`src/rtl/axis_byte_serializer.sv`:
```
// axis_byte_serializer
// Takes dense N-byte AXI-Stream words and emits them one byte per clock,
// most significant byte first, with out_tlast on the final byte of a word.
// A new word is accepted in the same cycle that the last byte of the
// current word leaves, so the output runs at one byte per cycle with no
// bubble between words.
//
// Optional build macro: AXIS_BYTE_SERIALIZER_STATS_EN
//   When defined, byte_count / word_count output ports are added. They count
//   output transfers and output transfers carrying out_tlast, and wrap modulo
//   2^32.

module axis_byte_serializer #(
    parameter int N = 10
) (
    input  logic           aclk,
    input  logic           aresetn,
    input  logic [8*N-1:0] in_tdata,
    input  logic           in_tvalid,
    output logic           in_tready,
    output logic [7:0]     out_tdata,
    output logic           out_tvalid,
    input  logic           out_tready,
`ifdef AXIS_BYTE_SERIALIZER_STATS_EN
    output logic           out_tlast,
    output logic [31:0]    byte_count,
    output logic [31:0]    word_count
`else
    output logic           out_tlast
`endif
);

    // Byte index width; a one-byte word still gets a 1-bit counter.
    localparam int CW = (N > 1) ? $clog2(N) : 1;
    localparam int WW = 8 * N;
    localparam logic [CW-1:0] LAST_IDX = CW'(N - 1);

    // Registered state
    logic [WW-1:0] word_r;
    logic [CW-1:0] cnt_r;
    logic          valid_r;
    logic          last_r;

    // Next-state values
    logic [WW-1:0] word_nxt_s;
    logic [CW-1:0] cnt_nxt_s;
    logic          valid_nxt_s;
    logic          last_nxt_s;

    // Handshake qualifiers
    logic          ready_s;
    logic          in_xfer_s;
    logic          out_xfer_s;

    // Accept a word when the output is empty or its final byte is leaving.
    always_comb begin
        ready_s    = aresetn & (~valid_r | (out_tready & last_r));
        in_xfer_s  = in_tvalid & ready_s;
        out_xfer_s = valid_r & out_tready;
    end

    // Next-state selection for word register, byte index and valid flag.
    always_comb begin
        word_nxt_s  = word_r;
        cnt_nxt_s   = cnt_r;
        valid_nxt_s = valid_r;
        if (!valid_r) begin
            // Idle: load a word if one is offered.
            if (in_xfer_s) begin
                word_nxt_s  = in_tdata;
                cnt_nxt_s   = {CW{1'b0}};
                valid_nxt_s = 1'b1;
            end else begin
                word_nxt_s  = word_r;
                cnt_nxt_s   = cnt_r;
                valid_nxt_s = 1'b0;
            end
        end else if (out_xfer_s) begin
            if (cnt_r != LAST_IDX) begin
                // Mid-word: expose the next byte at the top of the register.
                word_nxt_s  = word_r << 8;
                cnt_nxt_s   = cnt_r + CW'(1);
                valid_nxt_s = 1'b1;
            end else if (in_xfer_s) begin
                // Last byte leaves while the next word arrives: no bubble.
                word_nxt_s  = in_tdata;
                cnt_nxt_s   = {CW{1'b0}};
                valid_nxt_s = 1'b1;
            end else begin
                // Last byte leaves with nothing pending: go idle.
                word_nxt_s  = word_r;
                cnt_nxt_s   = {CW{1'b0}};
                valid_nxt_s = 1'b0;
            end
        end else begin
            // Stall: everything presented downstream must hold still.
            word_nxt_s  = word_r;
            cnt_nxt_s   = cnt_r;
            valid_nxt_s = valid_r;
        end
        last_nxt_s = valid_nxt_s & (cnt_nxt_s == LAST_IDX);
    end

    // State registers with synchronous active-low reset; a reset mid-word
    // drops the remaining bytes so the next word starts at byte 0.
    always_ff @(posedge aclk) begin
        if (!aresetn) begin
            word_r  <= {WW{1'b0}};
            cnt_r   <= {CW{1'b0}};
            valid_r <= 1'b0;
            last_r  <= 1'b0;
        end else begin
            word_r  <= word_nxt_s;
            cnt_r   <= cnt_nxt_s;
            valid_r <= valid_nxt_s;
            last_r  <= last_nxt_s;
        end
    end

    // Outputs come straight from registers; in_tready is a function of
    // registered state plus out_tready and never looks at in_tvalid.
    always_comb begin
        in_tready  = ready_s;
        out_tdata  = word_r[WW-1 -: 8];
        out_tvalid = valid_r;
        out_tlast  = last_r;
    end

`ifdef AXIS_BYTE_SERIALIZER_STATS_EN
    logic [31:0] byte_count_r;
    logic [31:0] word_count_r;

    // Transfer statistics; both counters wrap naturally at 2^32.
    always_ff @(posedge aclk) begin
        if (!aresetn) begin
            byte_count_r <= 32'd0;
            word_count_r <= 32'd0;
        end else begin
            if (out_xfer_s) begin
                byte_count_r <= byte_count_r + 32'd1;
            end else begin
                byte_count_r <= byte_count_r;
            end
            if (out_xfer_s && last_r) begin
                word_count_r <= word_count_r + 32'd1;
            end else begin
                word_count_r <= word_count_r;
            end
        end
    end

    // Expose statistics registers.
    always_comb begin
        byte_count = byte_count_r;
        word_count = word_count_r;
    end
`endif

endmodule

```
`config.mk`:
```
export PLATFORM = sky130hd
export DESIGN_NAME = axis_byte_serializer
export DESIGN_NICKNAME = d
export VERILOG_FILES = /design/src/rtl/axis_byte_serializer.sv
export SDC_FILE = /design/constraint.sdc
export NUM_CORES = 1
export LEC_CHECK = 0
export ABC_AREA = 1
export CAP_MARGIN = 25
export CORE_ASPECT_RATIO = 1.2
export CORE_MARGIN = 2
export CORE_UTILIZATION = 52
export CTS_BUF_LIST = sky130_fd_sc_hd__clkbuf_8
export DETAILED_ROUTE_END_ITERATION = 7
export PLACE_DENSITY = 0.82
export REMOVE_ABC_BUFFERS = 1
export SKIP_CTS_REPAIR_TIMING = 1
export SYNTH_ARGS = -nofsm -noshare
export SYNTH_HDL_FRONTEND = slang
export SYNTH_SLANG_ARGS = --single-unit
```
`constraint.sdc`:
```
create_clock -name aclk -period 1.95 [get_ports aclk]
set_clock_uncertainty 0.15 [all_clocks]
set_input_delay 0.39 -clock aclk [delete_from_list [all_inputs] [get_ports aclk]]
set_output_delay 0.39 -clock aclk [all_outputs]
set_load 0.01 [all_outputs]
```
==> results of run 1 <==
[worst paths after layout]
path	from	end	slack [ps]	depth (start not counted)
setup / recovery	out_tvalid	out_tvalid	40	1
hold / removal	word_r[6]	word_r[6]	300	2
setup reg to reg	cnt_r[0]	word_r[21]	180	8
hold reg to reg	word_r[6]	word_r[6]	300	2
[placed cells by master (no fill, tap or decap)]
master / n
o21ai_0: 142
clkdlybuf4s50_1: 92
dfxtp_1: 85
nor2_1: 78
o21ai_1: 74
and2_1: 71
nand2_1: 26
buf_4: 20
a21oi_1: 18
clkbuf_8: 10
buf_12: 9
nand3_1: 7
inv_2: 5
inv_1: 3
nor2_4: 2
nand2_4: 2
nand2_8: 2
clkinv_2: 2
nand2_2: 1
nand3_4: 1
inv_4: 1
inv_6: 1
nand4_1: 1
o211ai_1: 1
clkinvlp_4: 1
bufinv_16: 1
buf_2: 1
dfxtp_2: 1
dlymetal6s2s_1: 1
[Yosys cell counts]
cell      instances
a21oi_1          18
and2_1           71
buf_1             1
buf_2             8
buf_4            10
buf_6            14
clkbuf_1         22
dfxtp_1          86
inv_1             2
inv_2             5
inv_4             1
inv_6             1
nand2_1          26
nand2_2           1
nand2_4           2
nand2_8           2
nand3_1           7
nand3_4           1
nand4_1           1
nor2_1           78
nor2_4            2
o211ai_1          1
o21ai_0         142
o21ai_1          74
[flip-flops by register name (all words and copies together), names as in the netlist]
name and count:
out_tlast 1, cnt_r 4, word_r 80, out_tvalid 1
[worst min-delay path, cell delays in order (launching register included)]
cell and delay, ps:
dfxtp_1 310, nand2_1 50, a21oi_1 50
[stage by stage]
stage / utilization / power (mW)
after floorplan: - / 2.95
after global placement: 0.659 / 3.58
after detailed placement: 0.659 / 3.63
after CTS: 0.682 / 4.85
after global routing: 0.683 / 5.11
final: 0.683 / 4.81
[power by group through the flow]
| stage | sequential [mW] | combinational [mW] | clock (mW) |
|---|---|---|---|
| floorplan | 2.15 | 0.796 | 0 |
| global placement | 2.15 | 1.43 | 0 |
| detailed placement | 2.16 | 1.47 | 0 |
| CTS | 2.13 | 1.48 | 1.24 |
| global route | 2.16 | 1.65 | 1.31 |
| finish | 2.13 | 1.47 | 1.21 |
[layer usage]
metal	part of all wire	GRT usage	vias up
met3	0.045	0.0421	13
met5	0	0	-
met1	0.46	0.273	1846
met2	0.48	0.368	113
li1	-	-	2091
met4	0.016	0.0829	0
[final cells by class]
cell class	instances	area, sq um
flip-flops and latches	86	1720
clock inverters	5	51.3
inverters	9	41.3
well taps	95	119
clock buffers	10	138
fillers	690	2560
multi-input cells	426	2160
repair buffers	123	1270
[logic make-up (layout without fill, tap and decap cells)]
family | count (synthesis) | after routing | share of synthesized area
AO/OA/AOI/OAI | 235 | 235 | 0.275
AND/OR/NAND/NOR | 191 | 191 | 0.230
flip-flops | 86 | 86 | 0.402
buffers and inverters | 64 | 147 | 0.0934
==> impl_metrics.py, run 1 <==
metrics = {
    "pwr": {
        "p_seq_frac": 0.442,
        "p_leak_nw": 2.10,
        "power_density_nw_per_um2": 875,
        "switchingPower_mw": 1.45,
        "p_int_mw": 3.37,
        "vdd_drop_max_mv": 0.384,
        "p_comb_frac": 0.306,
        "sw_frac_of_total": 0.300,
        "clkPwrFrac": 0.251,
    },
    "synthesis": {
        "yosys.area.top_type_share": 0.402,
        "synth_top_area_cell": "dfxtp_1",
        "syn_inst": 576,
        "synth.avg_cell_area_sq_um": 7.44,
        "yosys_warnings": 0,
        "synth.area.top_cells": "dfxtp_1 40%, o21ai_0 17%, and2_1 10%",
        "synth_seq_cells": 86,
        "ys_types": 24,
        "yosysSeqAreaShare": 0.402,
        "syn_area_sq_um": 4290,
    },
    "finish": {
        "layout-drive-gt1-share": 0.0910,
        "design_area_sq_um": 5500,
        "antenna_cells": 0,
        "syn_to_final_growth_pct": 28.4,
        "nets": 739,
        "fin_cells": 754,
    },
    "global_routing": {
        "grtUsageTotal": 0.217,
        "grt_max_degree": 72,
        "antenna_found_initial": 0,
        "grt_overflow_total": 0,
        "grt_first_pass_wirelength_mm": 15.7,
        "grt_pass1_vias": 3600,
    },
    "clock_tree": {
        "clock_sinks": 86,
        "cts_buffer_depth": 2,
        "insertion_delay_ps": 350,
        "root_buffer": "clkbuf_8",
        "path_clk_slew_ps": 80,
        "cts_buffers": 9,
        "htree_levels": 3,
        "tritoncts": "done",
    },
    "worst_setup_path": {
        "critical_path_class": "flip-flop to primary output",
        "crit_arrival_ps": 1370,
        "worstPathRequired_ps": 1410,
        "path_max_fanout": 8,
        "crit_chain": "clkdlybuf4s50_1",
        "worst_path_max_delay_cell": "clkdlybuf4s50_1",
        "path_delay_family": "buffers and inverters",
        "cp.buffers_inverters": 1,
        "start_kind": "flip-flop",
        "end_kind": "primary output",
        "critPathMaxStageDelay_ps": 570,
    },
    "sta": {
        "period_share": 0.980,
        "layout_setup_ws_ps": 39.1,
        "rsz0062_at_grt": "false",
        "worst_pin_slew_ps": 663,
        "timing.slew.headroom": 0.558,
        "maxSlewViolCount": 0,
        "holdWs_ps": 304,
        "finalSetupViolations": 0,
        "setup_tns_ps": 0,
        "final.min_clock_period_ps": 1910,
        "hold_viol": 0,
        "max_freq_mhz": 523,
    },
    "detailed_routing": {
        "drc_errors": 0,
        "num_vias": 4063,
        "via_per_inst": 5.39,
        "dr.first_iter.drc_count": 204,
        "wl_mm": 9.90,
        "wl_per_cell_um": 13.1,
        "first_pass_iters": 5,
        "drtAntennaViolNets": 0,
    },
    "die": {
        "die_w_um": 86.9,
        "io-pin-count": 95,
        "fp.dieArea_sq_um": 8990,
        "initial_utilization": 0.532,
        "fp.dieH_um": 103,
        "core-area_sq_um": 8060,
        "rows": 36,
    },
    "job": {
        "maxCapViolations": 0,
    },
    "placed_design": {
        "placed_cell_area_sq_um": 5310,
        "pre_cts_slack_ps": -193,
        "port_buffers": 94,
        "place_congestion": 0.811,
        "dp.cells": 739,
        "hpwl_mm": 6.63,
    },
    "status": {
        "status": "finished clean",
    },
    "worst_hold_path": {
        "min_path_type": "flip-flop to flip-flop",
    },
}
(Power assumes the default switching activity.)
==> inputs of run 2 (changes only) <==
PLACE_DENSITY = 0.85   (was 0.82)
==> run 2 against run 1 <==
- clock power is 7% higher
- sequential cell count stayed put
- global-route usage is 0.91 points higher
- sequential power hardly changed
- count of clock-buffer cells in the layout is 1 higher
- cell area is 0.59% higher
- register-to-register slack worse by 50 ps
- first-iteration DRC count is 7.4% lower
- cell count is 0.40% lower
- critical path type is now flip-flop to flip-flop
- critical endpoint is now word_r[76]
- largest cell class unchanged
==> impl_metrics.py, run 2 (same netlist as run 1, synthesis figures left out) <==
metrics = {
    "die": {
        "rows": 36,
        "initial_utilization": 0.532,
        "die_w_um": 86.9,
        "core-area_sq_um": 8060,
        "fp.dieArea_sq_um": 8990,
        "fp.dieH_um": 103,
        "io-pin-count": 95,
    },
    "global_routing": {
        "grt_max_degree": 72,
        "grtUsageTotal": 0.226,
        "antenna_found_initial": 0,
        "grt_pass1_vias": 3840,
        "grt_first_pass_wirelength_mm": 16.5,
        "grt_overflow_total": 0,
    },
    "worst_setup_path": {
        "path_max_fanout": 20,
        "worstPathRequired_ps": 2050,
        "r2r_slack_ps": 130,
        "start_kind": "flip-flop",
        "end_kind": "flip-flop",
        "critical_path_class": "flip-flop to flip-flop",
        "crit_arrival_ps": 1920,
    },
    "clock_tree": {
        "htree_levels": 3,
        "clock_sinks": 86,
        "insertion_delay_ps": 350,
        "tritoncts": "done",
        "root_buffer": "clkbuf_8",
        "cts_buffer_depth": 2,
        "path_clk_slew_ps": 90,
        "cts_buffers": 9,
    },
    "finish": {
        "multiInputGateArea_sq_um": 2160,
        "fin_util": 0.687,
        "mostFrequentLayoutCells": "142 x o21ai_0, 91 x clkdlybuf4s50_1, 85 x dfxtp_1",
        "antenna_cells": 0,
        "syn_to_final_growth_pct": 29.2,
        "largest_register": "word_r",
        "fill_cells": 665,
        "regArea_sq_um": 1730,
        "mostFrequentLayoutCell": "o21ai_0",
        "largest_reg_flops": 80,
        "layout-drive-gt1-share": 0.0869,
        "top_regs": "word_r x80, cnt_r x4",
        "design_area_sq_um": 5540,
        "nets": 735,
    },
    "detailed_routing": {
        "drc_errors": 0,
        "first_pass_iters": 5,
        "num_vias": 4093,
        "wl_per_cell_um": 13.3,
        "dr.first_iter.drc_count": 189,
        "drtAntennaViolNets": 0,
        "via_per_inst": 5.45,
        "wl_mm": 9.98,
    },
    "pwr": {
        "p_seq_frac": 0.434,
        "sw_frac_of_total": 0.301,
        "p_int_mw": 3.43,
        "p_comb_frac": 0.303,
        "power_mw": 4.90,
        "clkPwrFrac": 0.263,
        "vdd_drop_max_mv": 0.463,
        "switchingPower_mw": 1.47,
        "power_density_nw_per_um2": 885,
        "p_leak_nw": 2.12,
    },
    "sta": {
        "worst_pin_slew_ps": 294,
        "hold_viol": 0,
        "finalSetupViolations": 0,
        "period_share": 0.934,
        "final.min_clock_period_ps": 1820,
        "max_freq_mhz": 549,
        "holdWs_ps": 303,
        "layout_setup_ws_ps": 129,
        "maxSlewViolCount": 0,
        "rsz0062_at_grt": "false",
        "timing.slew.headroom": 0.804,
    },
    "placed_design": {
        "port_buffers": 94,
        "hpwl_mm": 6.59,
        "pre_cts_slack_ps": -233,
        "placed_cell_area_sq_um": 5320,
        "place_congestion": 0.905,
    },
    "worst_hold_path": {
        "min_path_type": "flip-flop to flip-flop",
    },
    "status": {
        "status": "finished clean",
    },
    "job": {
        "maxCapViolations": 0,
    },
}
-- run 2: changes by cell type in the layout (fill, tap and decap cells not counted), sizes merged --
cell / delta
buf: -4
clkinv: -2
clkbuf: +1
clkdlybuf4s50: -1
clkinvlp: +1
dlymetal6s2s: +1
inv: +1
-- run 2: worst paths after layout --
path         depth (start not counted)    endpoint       from
min reg2reg                          2   word_r[1]  word_r[1]
max                                  9  word_r[76]   cnt_r[0]
min                                  2   word_r[1]  word_r[1]
max reg2reg                          9  word_r[76]   cnt_r[0]
-- run 2: cell type report --
type,count,share of cell area
Multi-Input combinational cell,426,0.391
Sequential cell,86,0.312
Timing Repair Buffer,119,0.231
Clock buffer,11,0.0273
Tap cell,95,0.0215
Clock inverter,5,0.0104
Inverter,9,0.00746
-- run 2: worst max-delay path, stage by stage, from the launching register on --
cell and delay, ps:
dfxtp_1 400, inv_2 80, nor2_4 110, nand2_2 80, nand2_4 240, nand2_8 170
buf_12 190, o21ai_0 80, and2_1 160, nor2_1 40
-- run 2: layer usage --
layer  vias to the layer above  track usage  wire length (um)
li1                       2079            -                 -
met1                      1877        0.276              4440
met2                       123        0.397              4840
met3                        14       0.0460               524
met4                         0       0.0769               182
met5                         -            0                 0
-- run 2: stage by stage --
| stage | TNS (ps) | instances |
|---|---|---|
| after global routing | 0 | 751 |
| after floorplan | -16940 | 521 |
| after detailed placement | -7710 | 735 |
| final | 0 | 751 |
| after global placement | -5500 | 735 |
| after CTS | -346 | 751 |
-- run 2: power by group through the flow --
stage	Combinational (mW)	Clock (mW)	Sequential, mW
after floorplan	0.796	0	2.15
after global placement	1.43	0	2.15
after detailed placement	1.47	0	2.16
after CTS	1.49	1.31	2.12
after global routing	1.66	1.40	2.15
final	1.48	1.29	2.13
==> inputs of run 3 (changes only) <==
ABC_AREA = not set   (was 1)
CORE_UTILIZATION = 53   (was 52)
PLACE_DENSITY = 0.86   (was 0.85)
clock period = 1.7 ns   (was 1.95 ns; I/O delays follow)
==> run 3 against run 2 <==
- combinational power up 24%
- die area increased by 2.1%
- wire length up 22%
- count of clock-buffer cells in the layout down 1
- hold slack worse by 76 ps
- maximum frequency increased by 8.3%
- power rose by 22%
- global-route usage grew 2.8 points
==> impl_metrics.py, run 3 <==
metrics = {
    "synthesis": {
        "synth_ff_type": "dfxtp_1",
        "syn_inst": 501,
        "synth_simple_gate_area_share": 0.155,
        "synth_top_family_by_area": "compound AO/OA/AOI/OAI gates",
        "synth.area.top_cells": "dfxtp_1 39%, nand3b_1 12%, o31ai_2 11%",
        "synth_common_cells": "88 x a21oi_1, 86 x dfxtp_1, 83 x o21ai_0, 73 x nand3b_1, 41 x o31ai_2",
        "synth.avg_cell_area_sq_um": 8.91,
        "synth_edf_count": 0,
        "synth_seq_cells": 86,
        "synth_fa_ha_area_frac": 0,
        "yosysSeqAreaShare": 0.386,
        "synth-compound-area-share": 0.374,
        "yosys.area.top_type_share": 0.386,
        "ys_types": 30,
        "syn_area_sq_um": 4460,
        "async_flop_share": 0,
        "synth_most_common_cell": "a21oi_1",
        "synthMuxAreaShare": 0,
        "yosys_warnings": 0,
        "synth-xor-area-share": 0.00196,
        "synth_top_area_cell": "dfxtp_1",
    },
    "finish": {
        "syn_to_final_growth_pct": 36.1,
        "top_regs": "word_r x80, cnt_r x4",
        "fin_cells": 700,
        "largest_register": "word_r",
        "fin_util": 0.745,
        "regArea_sq_um": 1720,
        "largest_reg_flops": 80,
        "mostFrequentLayoutCell": "a21oi_1",
        "fill_cells": 564,
        "mostFrequentLayoutCells": "88 x a21oi_1, 84 x dfxtp_1, 81 x clkdlybuf4s50_1",
        "layout-drive-gt1-share": 0.203,
        "multiInputGateArea_sq_um": 2460,
        "antenna_cells": 0,
        "design_area_sq_um": 6070,
        "nets": 665,
    },
    "die": {
        "rows": 36,
        "initial_utilization": 0.547,
        "io-pin-count": 95,
        "fp.dieH_um": 105,
        "fp.dieArea_sq_um": 9170,
        "core-area_sq_um": 8150,
        "die_w_um": 87.8,
    },
    "sta": {
        "finalSetupViolations": 0,
        "layout_setup_ws_ps": 18.2,
        "holdWs_ps": 228,
        "final.min_clock_period_ps": 1680,
        "worst_pin_slew_ps": 550,
        "hold_viol": 0,
        "setup_tns_ps": 0,
        "max_freq_mhz": 595,
        "maxSlewViolCount": 0,
        "timing.slew.headroom": 0.632,
        "period_share": 0.989,
        "rsz0062_at_grt": "true",
    },
    "placed_design": {
        "place_congestion": 0.859,
        "dp.cells": 674,
        "pre_cts_slack_ps": -426,
        "hpwl_mm": 7.16,
        "placed_cell_area_sq_um": 5580,
        "port_buffers": 94,
    },
    "pwr": {
        "sw_frac_of_total": 0.296,
        "clkPwrFrac": 0.295,
        "p_seq_frac": 0.399,
        "vdd_drop_max_mv": 0.513,
        "p_int_mw": 4.19,
        "switchingPower_mw": 1.76,
        "power_density_nw_per_um2": 981,
        "p_comb_frac": 0.306,
        "power_mw": 5.96,
        "p_leak_nw": 2.35,
    },
    "clock_tree": {
        "path_clk_slew_ps": 90,
        "clock_sinks": 86,
        "tritoncts": "done",
        "cts_buffers": 9,
        "htree_levels": 3,
        "root_buffer": "clkbuf_8",
        "cts_buffer_depth": 2,
        "insertion_delay_ps": 360,
    },
    "worst_setup_path": {
        "startpoint": "out_tvalid",
        "worstReg2RegStart": "out_tvalid",
        "path_max_fanout": 13,
        "worstPathRequired_ps": 1800,
        "cp.buffers_inverters": 3,
        "critical_path_class": "flip-flop to flip-flop",
        "path_delay_family": "buffers and inverters",
        "end_kind": "flip-flop",
        "crit_chain": "buf_4, and2_1, o2bb2ai_4, buf_12, clkbuf_16, o21ai_0, a21oi_1",
        "worst_path_max_delay_cell": "dfxtp_2",
        "crit_arrival_ps": 1780,
        "critPathMaxStageDelay_ps": 330,
        "start_kind": "flip-flop",
    },
    "detailed_routing": {
        "wl_per_cell_um": 17.4,
        "dr.first_iter.drc_count": 336,
        "first_pass_iters": 5,
        "via_per_inst": 6.06,
        "drc_errors": 0,
        "num_vias": 4244,
        "wl_mm": 12.2,
        "drtAntennaViolNets": 0,
    },
    "status": {
        "status": "finished clean",
    },
    "worst_hold_path": {
        "hp-start": "aresetn",
        "min_path_type": "primary input to flip-flop",
    },
    "global_routing": {
        "grt_pass1_vias": 4025,
        "grt_max_degree": 81,
        "grtUsageTotal": 0.254,
        "grt_first_pass_wirelength_mm": 18.9,
        "grt_overflow_total": 0,
        "antenna_found_initial": 0,
    },
    "job": {
        "maxCapViolations": 0,
    },
}
run 3: changes by cell type in the layout (fill, tap and decap cells not counted), sizes merged, moves of 10 or more:
cell	change
o21ai	-133
nor2	-79
nand3b	+73
o31ai	+71
a21oi	+70
and2	-68
nand2	-24
buf	+14
clkdlybuf4s50	-10
dlymetal6s2s	+10
inv	-10
run 3: kinds of logic after synthesis:
group,Yosys count
buffers and inverters,67
xor gates and xnor gates,1
AOI/OAI and AO/OA,249
and+or+nand+nor,98
DFF,86
run 3: per-layer routing:
| layer | up-vias | part of all wire | global-route usage | wire length, um |
|---|---|---|---|---|
| met1 | 2018 | 0.42 | 0.346 | 5130 |
| met2 | 177 | 0.49 | 0.396 | 6010 |
| met4 | 0 | 0.028 | 0.109 | 344 |
| met5 | - | 0 | 0 | 0 |
| met3 | 23 | 0.058 | 0.0373 | 703 |
| li1 | 2026 | - | - | - |
run 3: cell type report:
cell class	instances	share of cell area
Tap cell	114	0.0235
Multi-Input combinational cell	348	0.405
Clock inverter	6	0.0181
Sequential cell	86	0.284
Timing Repair Buffer	136	0.247
Clock buffer	10	0.0227
run 3: final timing paths:
check,to,slack (ps),depth (start not counted)
max,word_r[48],20,7
min,cnt_r[3],230,4
max reg2reg,word_r[48],20,7
min reg2reg,word_r[49],340,2
run 3: power by group through the flow:
stage | Clock (mW) | Combinational, mW | Sequential (mW)
2_1_floorplan | 0 | 0.889 | 2.45
3_3_place_gp | 0 | 1.59 | 2.40
3_5_place_dp | 0 | 1.64 | 2.41
4_1_cts | 1.78 | 1.66 | 2.37
5_1_grt | 1.86 | 1.98 | 2.40
6_report | 1.76 | 1.83 | 2.38
run 3: worst min-delay path, cell delays in order:
cell     delay, ps
buf_2          130
buf_4          150
nand2_1         50
a21oi_1         30
